[config.mk]
export PLATFORM = sky130hd
export DESIGN_NAME = controlador_division_flat
export DESIGN_NICKNAME = d
export VERILOG_FILES = /design/src/rtl/div_ctrl_pkg.sv /design/src/rtl/controlador_division_if.sv /design/src/rtl/contador_iteraciones.sv /design/src/rtl/controlador_division.sv /design/src/flat_wrapper.sv
export SDC_FILE = /design/constraint.sdc
export NUM_CORES = 1
export LEC_CHECK = 0
export ABC_AREA = 1
export BUFFER_PORTS_ARGS = -buffer_cell sky130_fd_sc_hd__buf_2
export CAP_MARGIN = 20
export CORE_AREA = 5 5 59 61
export CTS_CLUSTER_DIAMETER = 100
export CTS_CLUSTER_SIZE = 20
export DETAILED_ROUTE_END_ITERATION = 7
export DIE_AREA = 0 0 64 66
export HOLD_SLACK_MARGIN = 0.05
export PLACE_DENSITY_LB_ADDON = 0.05
export SYNTH_ARGS = -nofsm -noshare
export SYNTH_HDL_FRONTEND = slang
export SYNTH_SLANG_ARGS = --single-unit
[constraint.sdc]
create_clock -name reloj -period 1.2 [get_ports reloj]
set_input_delay 0.12 -clock reloj [delete_from_list [all_inputs] [get_ports reloj]]
set_output_delay 0.12 -clock reloj [all_outputs]
set_load 0.05 [all_outputs]
[src/rtl/div_ctrl_pkg.sv]
// Shared definitions for the restoring-division controller: state encoding,
// default quotient width and the width of the iteration index.
package div_ctrl_pkg;

    localparam int unsigned ANCHO_DEF = 16;

    typedef enum logic [3:0] {
        StInicio,
        StCarga,
        StAbs,
        StDesplaza,
        StResta,
        StEvalua,
        StCorrige,
        StFin,
        StError
    } estado_e;

    // Registered strobes; restaurar/fijar_q0 are derived from evalua and a_negativo.
    typedef struct packed {
        logic cargar;
        logic complementar_a;
        logic complementar_b;
        logic desplazar;
        logic restar;
        logic evalua;
        logic corregir_q;
        logic corregir_r;
        logic listo;
        logic error_div0;
        logic ocupado;
    } salidas_t;

    function automatic int unsigned ancho_cuenta(input int unsigned ancho);
        return $clog2(ancho) + 1;
    endfunction

endpackage

[src/rtl/controlador_division_if.sv]
// Host/datapath handshake bundle of the division controller.
interface controlador_division_if
    import div_ctrl_pkg::*;
#(
    parameter int unsigned ANCHO = ANCHO_DEF
) ();

    localparam int unsigned AnchoCuenta = ancho_cuenta(ANCHO);

    logic go;
    logic neg1;
    logic neg2;
    logic b_es_cero;
    logic a_negativo;
    logic cargar;
    logic complementar_a;
    logic complementar_b;
    logic desplazar;
    logic restar;
    logic restaurar;
    logic fijar_q0;
    logic corregir_q;
    logic corregir_r;
    logic listo;
    logic error_div0;
    logic ocupado;
    logic [AnchoCuenta-1:0] cuenta;

    modport master (
        output go, neg1, neg2, b_es_cero, a_negativo,
        input  cargar, complementar_a, complementar_b, desplazar, restar, restaurar,
               fijar_q0, corregir_q, corregir_r, listo, error_div0, ocupado, cuenta
    );

    modport slave (
        input  go, neg1, neg2, b_es_cero, a_negativo,
        output cargar, complementar_a, complementar_b, desplazar, restar, restaurar,
               fijar_q0, corregir_q, corregir_r, listo, error_div0, ocupado, cuenta
    );

endinterface

[src/rtl/contador_iteraciones.sv]
// Iteration index of the division loop: synchronous clear, increment and a
// terminal flag raised on the last iteration (cuenta == ANCHO-1).
module contador_iteraciones
    import div_ctrl_pkg::*;
#(
    parameter int unsigned ANCHO = ANCHO_DEF,
    localparam int unsigned AnchoCuenta = ancho_cuenta(ANCHO)
) (
    input  logic                   reloj,
    input  logic                   reset,
    input  logic                   limpiar_i,
    input  logic                   incrementar_i,
    output logic [AnchoCuenta-1:0] cuenta_o,
    output logic                   terminal_o
);

    logic [AnchoCuenta-1:0] cuenta_q, cuenta_d;

    always_comb begin
        cuenta_d = cuenta_q;
        if (limpiar_i) begin
            cuenta_d = '0;
        end else if (incrementar_i) begin
            cuenta_d = cuenta_q + AnchoCuenta'(1);
        end
    end

    always_ff @(posedge reloj or negedge reset) begin
        if (!reset) begin
            cuenta_q <= '0;
        end else begin
            cuenta_q <= cuenta_d;
        end
    end

    assign cuenta_o   = cuenta_q;
    assign terminal_o = (cuenta_q == AnchoCuenta'(ANCHO - 1));

endmodule

[src/rtl/controlador_division.sv]
// Shift/subtract division controller. Define DIV_SIGNO_EN to include the
// ABS and CORRIGE steps for signed operands.
module controlador_division
    import div_ctrl_pkg::*;
#(
    parameter int unsigned ANCHO = ANCHO_DEF
) (
    input logic                   reloj,
    input logic                   reset,
    controlador_division_if.slave bus
);

    estado_e  estado_q, estado_d;
    logic     neg1_q, neg1_d, neg2_q, neg2_d;
    salidas_t sal_q, sal_d;
    logic     terminal;

    always_comb begin
        estado_d = estado_q;
        neg1_d   = neg1_q;
        neg2_d   = neg2_q;
        case (estado_q)
            StInicio: begin
                if (bus.go) begin
                    estado_d = StCarga;
`ifdef DIV_SIGNO_EN
                    neg1_d   = bus.neg1;
                    neg2_d   = bus.neg2;
`else
                    neg1_d   = 1'b0;
                    neg2_d   = 1'b0;
`endif
                end
            end
`ifdef DIV_SIGNO_EN
            StCarga:    estado_d = bus.b_es_cero ? StError : StAbs;
            StAbs:      estado_d = StDesplaza;
            StEvalua:   estado_d = terminal ? StCorrige : StDesplaza;
            StCorrige:  estado_d = StFin;
`else
            StCarga:    estado_d = bus.b_es_cero ? StError : StDesplaza;
            StEvalua:   estado_d = terminal ? StFin : StDesplaza;
`endif
            StDesplaza: estado_d = StResta;
            StResta:    estado_d = StEvalua;
            StFin:      estado_d = StInicio;
            StError:    estado_d = StInicio;
            default:    estado_d = StInicio;
        endcase
    end

    // Outputs are decoded from the next state so they register alongside it.
    always_comb begin
        sal_d         = '0;
        sal_d.ocupado = (estado_d != StInicio);
        case (estado_d)
            StCarga:    sal_d.cargar = 1'b1;
`ifdef DIV_SIGNO_EN
            StAbs: begin
                sal_d.complementar_a = neg1_d;
                sal_d.complementar_b = neg2_d;
            end
            StCorrige: begin
                sal_d.corregir_q = neg1_d ^ neg2_d;
                sal_d.corregir_r = neg1_d;
            end
`endif
            StDesplaza: sal_d.desplazar = 1'b1;
            StResta:    sal_d.restar    = 1'b1;
            StEvalua:   sal_d.evalua    = 1'b1;
            StFin:      sal_d.listo     = 1'b1;
            StError: begin
                sal_d.listo      = 1'b1;
                sal_d.error_div0 = 1'b1;
            end
            default: ;
        endcase
    end

    always_ff @(posedge reloj or negedge reset) begin
        if (!reset) begin
            estado_q <= StInicio;
            neg1_q   <= 1'b0;
            neg2_q   <= 1'b0;
            sal_q    <= '0;
        end else begin
            estado_q <= estado_d;
            neg1_q   <= neg1_d;
            neg2_q   <= neg2_d;
            sal_q    <= sal_d;
        end
    end

    contador_iteraciones #(
        .ANCHO(ANCHO)
    ) u_contador (
        .reloj        (reloj),
        .reset        (reset),
        .limpiar_i    ((estado_q == StFin) || (estado_q == StError)),
        .incrementar_i(estado_q == StEvalua),
        .cuenta_o     (bus.cuenta),
        .terminal_o   (terminal)
    );

    assign bus.cargar         = sal_q.cargar;
    assign bus.complementar_a = sal_q.complementar_a;
    assign bus.complementar_b = sal_q.complementar_b;
    assign bus.desplazar      = sal_q.desplazar;
    assign bus.restar         = sal_q.restar;
    // The remainder sign is only known inside EVALUA, so this pair is not registered.
    assign bus.restaurar      = sal_q.evalua & bus.a_negativo;
    assign bus.fijar_q0       = sal_q.evalua & ~bus.a_negativo;
    assign bus.corregir_q     = sal_q.corregir_q;
    assign bus.corregir_r     = sal_q.corregir_r;
    assign bus.listo          = sal_q.listo;
    assign bus.error_div0     = sal_q.error_div0;
    assign bus.ocupado        = sal_q.ocupado;

endmodule

[src/flat_wrapper.sv]
// flat-port wrapper written by rule: the top's interface ports become plain ports
module controlador_division_flat import div_ctrl_pkg::*;
#(
    parameter int unsigned ANCHO = ANCHO_DEF
)
  (reloj, reset, bus_go, bus_neg1, bus_neg2, bus_b_es_cero, bus_a_negativo, bus_cargar, bus_complementar_a, bus_complementar_b, bus_desplazar, bus_restar, bus_restaurar, bus_fijar_q0, bus_corregir_q, bus_corregir_r, bus_listo, bus_error_div0, bus_ocupado, bus_cuenta);
  controlador_division_if #(.ANCHO(ANCHO)) bus_i ();
  input logic reloj;
  input logic reset;
  input wire logic [$bits(bus_i.go)-1:0] bus_go;
  input wire logic [$bits(bus_i.neg1)-1:0] bus_neg1;
  input wire logic [$bits(bus_i.neg2)-1:0] bus_neg2;
  input wire logic [$bits(bus_i.b_es_cero)-1:0] bus_b_es_cero;
  input wire logic [$bits(bus_i.a_negativo)-1:0] bus_a_negativo;
  output wire logic [$bits(bus_i.cargar)-1:0] bus_cargar;
  output wire logic [$bits(bus_i.complementar_a)-1:0] bus_complementar_a;
  output wire logic [$bits(bus_i.complementar_b)-1:0] bus_complementar_b;
  output wire logic [$bits(bus_i.desplazar)-1:0] bus_desplazar;
  output wire logic [$bits(bus_i.restar)-1:0] bus_restar;
  output wire logic [$bits(bus_i.restaurar)-1:0] bus_restaurar;
  output wire logic [$bits(bus_i.fijar_q0)-1:0] bus_fijar_q0;
  output wire logic [$bits(bus_i.corregir_q)-1:0] bus_corregir_q;
  output wire logic [$bits(bus_i.corregir_r)-1:0] bus_corregir_r;
  output wire logic [$bits(bus_i.listo)-1:0] bus_listo;
  output wire logic [$bits(bus_i.error_div0)-1:0] bus_error_div0;
  output wire logic [$bits(bus_i.ocupado)-1:0] bus_ocupado;
  output wire logic [$bits(bus_i.cuenta)-1:0] bus_cuenta;
  assign bus_i.go = bus_go;
  assign bus_i.neg1 = bus_neg1;
  assign bus_i.neg2 = bus_neg2;
  assign bus_i.b_es_cero = bus_b_es_cero;
  assign bus_i.a_negativo = bus_a_negativo;
  assign bus_cargar = bus_i.cargar;
  assign bus_complementar_a = bus_i.complementar_a;
  assign bus_complementar_b = bus_i.complementar_b;
  assign bus_desplazar = bus_i.desplazar;
  assign bus_restar = bus_i.restar;
  assign bus_restaurar = bus_i.restaurar;
  assign bus_fijar_q0 = bus_i.fijar_q0;
  assign bus_corregir_q = bus_i.corregir_q;
  assign bus_corregir_r = bus_i.corregir_r;
  assign bus_listo = bus_i.listo;
  assign bus_error_div0 = bus_i.error_div0;
  assign bus_ocupado = bus_i.ocupado;
  assign bus_cuenta = bus_i.cuenta;
  controlador_division #(.ANCHO(ANCHO)) u_core (.reloj(reloj), .reset(reset), .bus(bus_i));
endmodule
==> flow_summary.html, run 1 <==
<table>
<tr><th>Metric</th><th>Value</th></tr>
<tr><th colspan="2">Outcome</th></tr>
<tr><td>Outcome</td><td>complete, but fails checks</td></tr>
<tr><td>Failing checks</td><td>negative setup slack</td></tr>
<tr><th colspan="2">Die</th></tr>
<tr><td>I/O pin count</td><td>24</td></tr>
<tr><td>Die area</td><td>4220 sq um</td></tr>
<tr><td>Die X</td><td>64 um</td></tr>
<tr><td>Overall die height</td><td>66 um</td></tr>
<tr><td>Initial Utilization</td><td>0.282</td></tr>
<tr><td>CORE AREA</td><td>2930 sq um</td></tr>
<tr><td>Count of standard-cell rows</td><td>20</td></tr>
<tr><th colspan="2">Logic synthesis</th></tr>
<tr><td>XOR/XNOR share of the synthesized area</td><td>0</td></tr>
<tr><td>Gate count after technology mapping</td><td>102</td></tr>
<tr><td>Compound-gate portion of the synthesized area</td><td>0.0228</td></tr>
<tr><td>Simple-gate area share of the yosys netlist</td><td>0.316</td></tr>
<tr><td>Register bit total from synthesis</td><td>16</td></tr>
<tr><td>Avg Synthesized Cell Area</td><td>8.08 sq um</td></tr>
<tr><td>Mux share of post-synthesis cell area</td><td>0</td></tr>
<tr><td>Fraction of the yosys area taken by sequential cells</td><td>0.486</td></tr>
<tr><td>Adder-cell share of the synthesized area</td><td>0.0303</td></tr>
<tr><td>Main combinational cell family by area after synthesis</td><td>simple AND/OR/NAND/NOR gates</td></tr>
<tr><td>Synth warn</td><td>0</td></tr>
<tr><td>Unique masters post-synth</td><td>17</td></tr>
<tr><td>Syn Std Cell Area</td><td>825 sq um</td></tr>
<tr><th colspan="2">Timing</th></tr>
<tr><td>Post-route clock skew</td><td>0.00523 ns</td></tr>
<tr><td>Final setup fails</td><td>2</td></tr>
<tr><td>Final critical-path required period</td><td>1.25 ns</td></tr>
<tr><td>Fin. max-slew vios</td><td>0</td></tr>
<tr><td>Setup repair after global routing missed its margin</td><td>true</td></tr>
<tr><td>Final period util</td><td>1.04</td></tr>
<tr><td>Maximum operating frequency</td><td>803 MHz</td></tr>
<tr><td>Worst setup slack after layout</td><td>-0.0456 ns</td></tr>
<tr><td>Total count of hold-check failures in the final report</td><td>0</td></tr>
<tr><th colspan="2">Setup path</th></tr>
<tr><td>Kind of start point of the critical path</td><td>flip-flop</td></tr>
<tr><td>Worst Setup Path Type</td><td>reg -&gt; reg</td></tr>
<tr><td>Worst Setup End Kind</td><td>flip-flop</td></tr>
<tr><td>Max FO, Critical Path</td><td>2</td></tr>
<tr><td>Worst Reg-to-Reg Cells</td><td>7</td></tr>
<tr><td>Worst Path Arrival</td><td>1.47 ns</td></tr>
<tr><td>Required time of the worst setup path</td><td>1.42 ns</td></tr>
<tr><th colspan="2">Cells and area</th></tr>
<tr><td>Fill cell instance count of the final layout</td><td>319</td></tr>
<tr><td>Final Util</td><td>0.369</td></tr>
<tr><td>Non-filler cells, final</td><td>164</td></tr>
<tr><td>Final-stage net count</td><td>141</td></tr>
<tr><td>Fraction of final layout cells with drive strength greater than 1</td><td>0.427</td></tr>
<tr><td>Commonest non-fill, non-tap cell in the layout</td><td>nand2_1</td></tr>
<tr><td>Relative area change from synthesis to final layout</td><td>31.0%</td></tr>
<tr><td>Antenna cells</td><td>0</td></tr>
<tr><td>Most used cells in the layout excluding fill and tap cells</td><td>nand2_1, inv_1, buf_2, dfrtp_1</td></tr>
<tr><th colspan="2">Detailed routing</th></tr>
<tr><td>Number of violations reported at the end of detailed-routing iteration 0</td><td>9</td></tr>
<tr><td>Total detailed-routing wirelength</td><td>1700 um</td></tr>
<tr><td>Vias/cell</td><td>4.11</td></tr>
<tr><td>1st-pass router iterations</td><td>3</td></tr>
<tr><td>Via count</td><td>674</td></tr>
<tr><td>Antenna viol nets, final</td><td>0</td></tr>
<tr><td>Wire per inst</td><td>10.4 um</td></tr>
<tr><td>DRC violation count after routing</td><td>0</td></tr>
<tr><th colspan="2">Global routing</th></tr>
<tr><td>Global-route wire length before repair</td><td>2950 um</td></tr>
<tr><td>Vias in the first global route</td><td>683</td></tr>
<tr><td>Largest net degree at the start of global routing</td><td>17</td></tr>
<tr><td>GR Overflow Total</td><td>0</td></tr>
<tr><td>Antenna violations before repair</td><td>0</td></tr>
<tr><td>Overall fraction of global-route tracks in use</td><td>0.0887</td></tr>
<tr><th colspan="2">Clock network</th></tr>
<tr><td>H-tree Lvls</td><td>1</td></tr>
<tr><td>CTS buffer count</td><td>3</td></tr>
<tr><td>Max Buffers Root-to-Sink</td><td>2</td></tr>
<tr><td>Insertion delay of the later-clocked pin in the worst-skew pair</td><td>0.28 ns</td></tr>
<tr><td>Clock transition at the register clock pins on the worst setup and hold paths after CTS</td><td>0.10 ns</td></tr>
<tr><td>CTS sink count</td><td>16</td></tr>
<tr><td>Clock tree root driver cell</td><td>clkbuf_4</td></tr>
<tr><td>TritonCTS clock tree</td><td>done</td></tr>
<tr><th colspan="2">Worst hold path</th></tr>
<tr><td>Worst hold path depth</td><td>3</td></tr>
<tr><td>Hold WC Path Type</td><td>in -&gt; reg</td></tr>
<tr><th colspan="2">Placement</th></tr>
<tr><td>Total placed cells including tap cells</td><td>159</td></tr>
<tr><td>IO buf count</td><td>17</td></tr>
<tr><td>Global placer's final weighted congestion</td><td>0.695</td></tr>
<tr><td>Half-perimeter wire length after placement</td><td>1350 um</td></tr>
<tr><th colspan="2">Flow run</th></tr>
<tr><td>Max-cap viol count</td><td>0</td></tr>
<tr><th colspan="2">Power and ir drop</th></tr>
<tr><td>Static Leak</td><td>0.634 nW</td></tr>
<tr><td>Worst vdd ir</td><td>0.461 mV</td></tr>
<tr><td>Pwr dens</td><td>828 nW/um^2</td></tr>
</table>
-- kinds of logic after synthesis --
kind of cell | count (synthesis)
AO/OA/AOI/OAI | 3
AND/OR/NAND/NOR | 53
buffers and inverters | 27
other | 1
adder cells (fa/ha/maj) | 2
flip-flops | 16
-- sequential cells by signal, indices dropped and copies added (netlist names) --
register	flops
u_core.u_contador.cuenta_o	5
u_core.sal_q	1
u_core.bus.restar	1
u_core.bus.error_div0	1
u_core.estado_q	4
u_core.bus.cargar	1
u_core.bus.desplazar	1
u_core.bus.listo	1
u_core.bus.ocupado	1
-- layout make-up --
| cell class | count | area (sq um) | share of cell area |
|---|---|---|---|
| Sequential cell | 16 | 407 | 0.377 |
| Timing Repair Buffer | 26 | 173 | 0.160 |
| Clock buffer | 4 | 26.3 | 0.0243 |
| Inverter | 23 | 86.3 | 0.0800 |
| Tap cell | 33 | 41.3 | 0.0382 |
| Multi-Input combinational cell | 62 | 347 | 0.321 |
-- critical path, cell delays in order (launching register included) --
cell	delay, ns
dfrtp_2	0.40
ha_4	0.14
inv_2	0.04
nor3_2	0.11
ha_2	0.29
nand2_1	0.06
nand2_1	0.06
a21oi_2	0.10
-- through the flow --
step           setup TNS (ns)  hold slack, ns  power (W)  cell area (sq um)  setup WS, ns
2_1_floorplan          -0.754          -0.176   0.000593                853        -0.206
3_3_place_gp           -0.227          0.0656   0.000602               1010       -0.0802
3_5_place_dp           -0.277          0.0696   0.000602               1010       -0.0989
4_1_cts                -0.222          0.0787   0.000916               1060       -0.0921
5_1_grt                -0.437          0.0951   0.000941               1080        -0.158
6_report              -0.0872          0.0842   0.000894               1080       -0.0456
-- worst paths after layout --
check / from / end / slack [ns]
setup / recovery: u_core.u_contador.cuenta_o[1]$_DFFE_PN0P_ / u_core.u_contador.cuenta_o[4]$_DFFE_PN0P_ / -0.05
hold / removal: bus_go / u_core.bus.cargar$_DFF_PN0_ / 0.08
setup reg to reg: u_core.u_contador.cuenta_o[1]$_DFFE_PN0P_ / u_core.u_contador.cuenta_o[4]$_DFFE_PN0P_ / -0.05
hold reg to reg: u_core.u_contador.cuenta_o[4]$_DFFE_PN0P_ / u_core.u_contador.cuenta_o[4]$_DFFE_PN0P_ / 0.56
max in group asynchronous: reset / u_core.u_contador.cuenta_o[3]$_DFFE_PN0P_ / 0.63
min in group asynchronous: reset / u_core.estado_q[3]$_DFF_PN0_ / 0.28
-- synth_stat cells, drive strengths merged --
cell type / number / area share
buf: 4 / 0.036
nand4: 1 / 0.0076
o21ai: 2 / 0.012
ha: 2 / 0.030
dfrtp: 16 / 0.49
nor2: 18 / 0.12
nand2: 23 / 0.13
a21oi: 1 / 0.011
conb: 1 / 0.0045
nor3: 1 / 0.0061
nand3: 10 / 0.061
inv: 23 / 0.10
-- routing by layer --
metal | GRT usage | vias to the layer above | routed length, um
li1 | - | 354 | -
met1 | 0.116 | 307 | 822
met2 | 0.139 | 11 | 787
met3 | 0.0187 | 2 | 78
met4 | 0.0390 | 0 | 13
met5 | 0 | - | 0
-- report_power, final --
| part | leakage (nW) | switching [W] | internal [W] | total, W |
|---|---|---|---|---|
| Clock | 0.0150 | 0.000172 | 0.000129 | 0.000301 |
| Combinational | 0.403 | 0.0000445 | 0.00000971 | 0.0000543 |
| Sequential | 0.216 | 0 | 0.000539 | 0.000539 |
| Total | 0.634 | 0.000216 | 0.000678 | 0.000894 |
-- timing repair --
item / 4_1_cts / 5_1_grt
hold buffers: 1 / 0
setup endpoints to repair: 6 / 12
gates cloned: 0 / 0
gates resized for setup: 7 / 8
setup buffers: 0 / 0
pin swaps: 3 / 2
endpoints found under the hold margin: 16 / 0
Note: power is estimated with default switching activity, not from simulation.
==> run 2: changes to the inputs <==
--- a/config.mk
+++ b/config.mk
@@ -14,7 +14,7 @@
 export DETAILED_ROUTE_END_ITERATION = 7
 export DIE_AREA = 0 0 64 66
 export HOLD_SLACK_MARGIN = 0.05
-export PLACE_DENSITY_LB_ADDON = 0.05
+export PLACE_DENSITY = 0.55
 export SYNTH_ARGS = -nofsm -noshare
 export SYNTH_HDL_FRONTEND = slang
 export SYNTH_SLANG_ARGS = --single-unit
==> run 2 against run 1 <==
Clock skew decreased by 0.0045 ns; hold slack got worse by 0.0047 ns; final area fell by 1.5%; first-iteration DRC count decreased by 33%; fmax is 1.3% lower; the flow still finishes with violations (negative setup slack); critical endpoint unchanged; core utilization fell by 0.56 points.
==> flow_summary.html, run 2 (synthesized netlist as in run 1, its figures left out) <==
<table>
<tr><th>Metric</th><th>Value</th></tr>
<tr><th colspan="2">Global routing</th></tr>
<tr><td>Overall fraction of global-route tracks in use</td><td>0.0832 (was 0.0887)</td></tr>
<tr><td>GR Overflow Total</td><td>0 (unchanged)</td></tr>
<tr><td>Antenna violations before repair</td><td>0 (unchanged)</td></tr>
<tr><td>Vias in the first global route</td><td>675 (was 683)</td></tr>
<tr><td>Global-route wire length before repair</td><td>2810 um (was 2950 um)</td></tr>
<tr><td>Largest net degree at the start of global routing</td><td>17 (unchanged)</td></tr>
<tr><th colspan="2">Placement</th></tr>
<tr><td>IO buf count</td><td>17 (unchanged)</td></tr>
<tr><td>Global placer's final weighted congestion</td><td>0.767 (was 0.695)</td></tr>
<tr><td>Placed Instance Area</td><td>987 sq um (was 1010 sq um)</td></tr>
<tr><td>Total placed cells including tap cells</td><td>156 (was 159)</td></tr>
<tr><td>Half-perimeter wire length after placement</td><td>1210 um (was 1350 um)</td></tr>
<tr><th colspan="2">Cells and area</th></tr>
<tr><td>Most used cells in the layout excluding fill and tap cells</td><td>nand2_1, inv_1, buf_2, dfrtp_1, nor2_1 (was nand2_1, inv_1, buf_2, dfrtp_1)</td></tr>
<tr><td>Final Util</td><td>0.363 (was 0.369)</td></tr>
<tr><td>Final-stage net count</td><td>138 (was 141)</td></tr>
<tr><td>Post-route standard cell area excluding fillers</td><td>1060 sq um (was 1080 sq um)</td></tr>
<tr><td>Non-filler cells, final</td><td>161 (was 164)</td></tr>
<tr><td>Commonest non-fill, non-tap cell in the layout</td><td>nand2_1 (unchanged)</td></tr>
<tr><td>Antenna cells</td><td>0 (unchanged)</td></tr>
<tr><td>Relative area change from synthesis to final layout</td><td>29.0% (was 31.0%)</td></tr>
<tr><td>Max FFs per register</td><td>5 (unchanged)</td></tr>
<tr><td>Fraction of final layout cells with drive strength greater than 1</td><td>0.406 (was 0.427)</td></tr>
<tr><th colspan="2">Clock network</th></tr>
<tr><td>CTS buffer count</td><td>3 (unchanged)</td></tr>
<tr><td>Buffer count from post-CTS setup fixing</td><td>0 (unchanged)</td></tr>
<tr><td>TritonCTS clock tree</td><td>done (unchanged)</td></tr>
<tr><td>Insertion delay of the later-clocked pin in the worst-skew pair</td><td>0.28 ns (about the same)</td></tr>
<tr><td>Clock transition at the register clock pins on the worst setup and hold paths after CTS</td><td>0.10 ns (about the same)</td></tr>
<tr><td>H-tree Lvls</td><td>1 (unchanged)</td></tr>
<tr><td>Max Buffers Root-to-Sink</td><td>2 (unchanged)</td></tr>
<tr><td>Clock tree root driver cell</td><td>clkbuf_4 (unchanged)</td></tr>
<tr><td>CTS sink count</td><td>16 (unchanged)</td></tr>
<tr><th colspan="2">Setup path</th></tr>
<tr><td>Minimum setup slack among reg-to-reg paths</td><td>-0.06 ns (was -0.05 ns)</td></tr>
<tr><td>Worst reg2reg startpoint</td><td>u_core.u_contador.cuenta_o[1]$_DFFE_PN0P_ (unchanged)</td></tr>
<tr><td>Worst Path Arrival</td><td>1.48 ns (was 1.47 ns)</td></tr>
<tr><td>Kind of start point of the critical path</td><td>flip-flop (unchanged)</td></tr>
<tr><td>Required time of the worst setup path</td><td>1.42 ns (about the same)</td></tr>
<tr><td>Launch point of the worst path</td><td>u_core.u_contador.cuenta_o[1]$_DFFE_PN0P_ (unchanged)</td></tr>
<tr><td>Max FO, Critical Path</td><td>2 (unchanged)</td></tr>
<tr><td>Worst Setup End Kind</td><td>flip-flop (unchanged)</td></tr>
<tr><td>Worst Setup Path Type</td><td>reg -&gt; reg (unchanged)</td></tr>
<tr><th colspan="2">Outcome</th></tr>
<tr><td>Outcome</td><td>complete, but fails checks (unchanged)</td></tr>
<tr><td>Failing checks</td><td>negative setup slack (unchanged)</td></tr>
<tr><th colspan="2">Die</th></tr>
<tr><td>Count of standard-cell rows</td><td>20 (unchanged)</td></tr>
<tr><td>Die X</td><td>64 um (unchanged)</td></tr>
<tr><td>Initial Utilization</td><td>0.282 (unchanged)</td></tr>
<tr><td>Overall die height</td><td>66 um (unchanged)</td></tr>
<tr><td>Die area</td><td>4220 sq um (unchanged)</td></tr>
<tr><td>I/O pin count</td><td>24 (unchanged)</td></tr>
<tr><td>CORE AREA</td><td>2930 sq um (unchanged)</td></tr>
<tr><th colspan="2">Timing</th></tr>
<tr><td>Maximum operating frequency</td><td>793 MHz (was 803 MHz)</td></tr>
<tr><td>Setup repair after global routing missed its margin</td><td>true (unchanged)</td></tr>
<tr><td>Worst setup slack after layout</td><td>-0.0616 ns (was -0.0456 ns)</td></tr>
<tr><td>Post-route clock skew</td><td>0.000767 ns (was 0.00523 ns)</td></tr>
<tr><td>Final critical-path required period</td><td>1.26 ns (was 1.25 ns)</td></tr>
<tr><td>Final period util</td><td>1.05 (was 1.04)</td></tr>
<tr><td>Fin. max-slew vios</td><td>0 (unchanged)</td></tr>
<tr><td>Total count of hold-check failures in the final report</td><td>0 (unchanged)</td></tr>
<tr><td>Final setup fails</td><td>3 (was 2)</td></tr>
<tr><th colspan="2">Detailed routing</th></tr>
<tr><td>Wire per inst</td><td>9.92 um (was 10.4 um)</td></tr>
<tr><td>Vias/cell</td><td>4.12 (was 4.11)</td></tr>
<tr><td>Met2 routed wirelength</td><td>804 um (was 787 um)</td></tr>
<tr><td>Met3 wire length</td><td>95 um (was 78 um)</td></tr>
<tr><td>Number of violations reported at the end of detailed-routing iteration 0</td><td>6 (was 9)</td></tr>
<tr><td>Antenna viol nets, final</td><td>0 (unchanged)</td></tr>
<tr><td>Total detailed-routing wirelength</td><td>1600 um (was 1700 um)</td></tr>
<tr><td>Via count</td><td>664 (was 674)</td></tr>
<tr><td>1st-pass router iterations</td><td>2 (was 3)</td></tr>
<tr><td>DRC violation count after routing</td><td>0 (unchanged)</td></tr>
<tr><td>Met1 WL</td><td>697 um (was 822 um)</td></tr>
<tr><td>Top metal layer carrying routed signals</td><td>met3 (was met4)</td></tr>
<tr><th colspan="2">Worst hold path</th></tr>
<tr><td>Hold path startpoint</td><td>bus_go (unchanged)</td></tr>
<tr><td>Hold WC Path Type</td><td>in -&gt; reg (unchanged)</td></tr>
<tr><th colspan="2">Power and ir drop</th></tr>
<tr><td>Cell-internal power</td><td>0.000733 W (was 0.000678 W)</td></tr>
<tr><td>Fraction of power spent switching nets</td><td>0.234 (was 0.242)</td></tr>
<tr><td>Part of the power in registers</td><td>0.563 (was 0.603)</td></tr>
<tr><td>Pwr dens</td><td>900 nW/um^2 (was 828 nW/um^2)</td></tr>
<tr><td>P_sw</td><td>0.000224 W (was 0.000216 W)</td></tr>
<tr><td>Power share of the clock group</td><td>0.382 (was 0.336)</td></tr>
<tr><td>Static Leak</td><td>0.629 nW (was 0.634 nW)</td></tr>
<tr><td>Combinational Power Share</td><td>0.055 (was 0.061)</td></tr>
<tr><td>Worst vdd ir</td><td>0.369 mV (was 0.461 mV)</td></tr>
<tr><th colspan="2">Flow run</th></tr>
<tr><td>Max-cap viol count</td><td>0 (unchanged)</td></tr>
</table>
==> run 2: timing repair <==
item | CTS | global route
pin swaps | 3 | 3
hold endpoints to repair | 16 | 0
hold buffers | 1 | 0
gates resized for setup | 5 | 8
setup endpoints to repair | 6 | 11
gates cloned | 0 | 0
==> run 2: power groups by stage <==
stage / registers [W] / logic, W / clock network (W)
2_1_floorplan: 0.000550 / 0.0000426 / 0
3_3_place_gp: 0.000550 / 0.0000505 / 0
3_5_place_dp: 0.000550 / 0.0000515 / 0
4_1_cts: 0.000539 / 0.0000541 / 0.000380
5_1_grt: 0.000540 / 0.0000589 / 0.000402
6_report: 0.000539 / 0.0000526 / 0.000366
==> run 2: area by class of cell <==
cell class                 instances  area, sq um
fill                             312         1860
tap                               33         41.3
inverter                          23         86.3
clock buffer                       4         36.3
sequential                        16          405
timing repair buffer              23          150
multi-input combinational         62          344
==> run 2: metrics by stage <==
stage,hold WS (ns),power (W),setup WS [ns],TNS [ns]
after floorplan,-0.176,0.000593,-0.206,-0.754
after global placement,0.0529,0.000600,-0.0758,-0.197
after detailed placement,0.0603,0.000601,-0.0986,-0.274
after CTS,0.0718,0.000974,-0.0854,-0.186
after global routing,0.0807,0.00100,-0.143,-0.487
final,0.0795,0.000958,-0.0616,-0.129
==> run 2: final timing paths <==
| path | endpoint | cells after the start |
|---|---|---|
| hold reg to reg | u_core.u_contador.cuenta_o[4]$_DFFE_PN0P_ | 2 |
| max in group asynchronous | u_core.u_contador.cuenta_o[3]$_DFFE_PN0P_ | 2 |
| min in group asynchronous | u_core.bus.listo$_DFF_PN0_ | 2 |
| setup / recovery | u_core.u_contador.cuenta_o[4]$_DFFE_PN0P_ | 7 |
| hold / removal | u_core.bus.cargar$_DFF_PN0_ | 3 |
| setup reg to reg | u_core.u_contador.cuenta_o[4]$_DFFE_PN0P_ | 7 |
==> run 2: routing by layer <==
metal  track usage  vias up
met1         0.103      308
li1              -      346
met5             0        -
met4        0.0312        0
met2         0.136       10
met3        0.0238        0
==> run 2: critical path: stages, from the launching register on <==
cell     delay [ns]
dfrtp_2        0.40
ha_4           0.14
inv_2          0.04
nor3_2         0.12
ha_2           0.29
nand2_1        0.06
nand2_1        0.06
a21oi_2        0.11
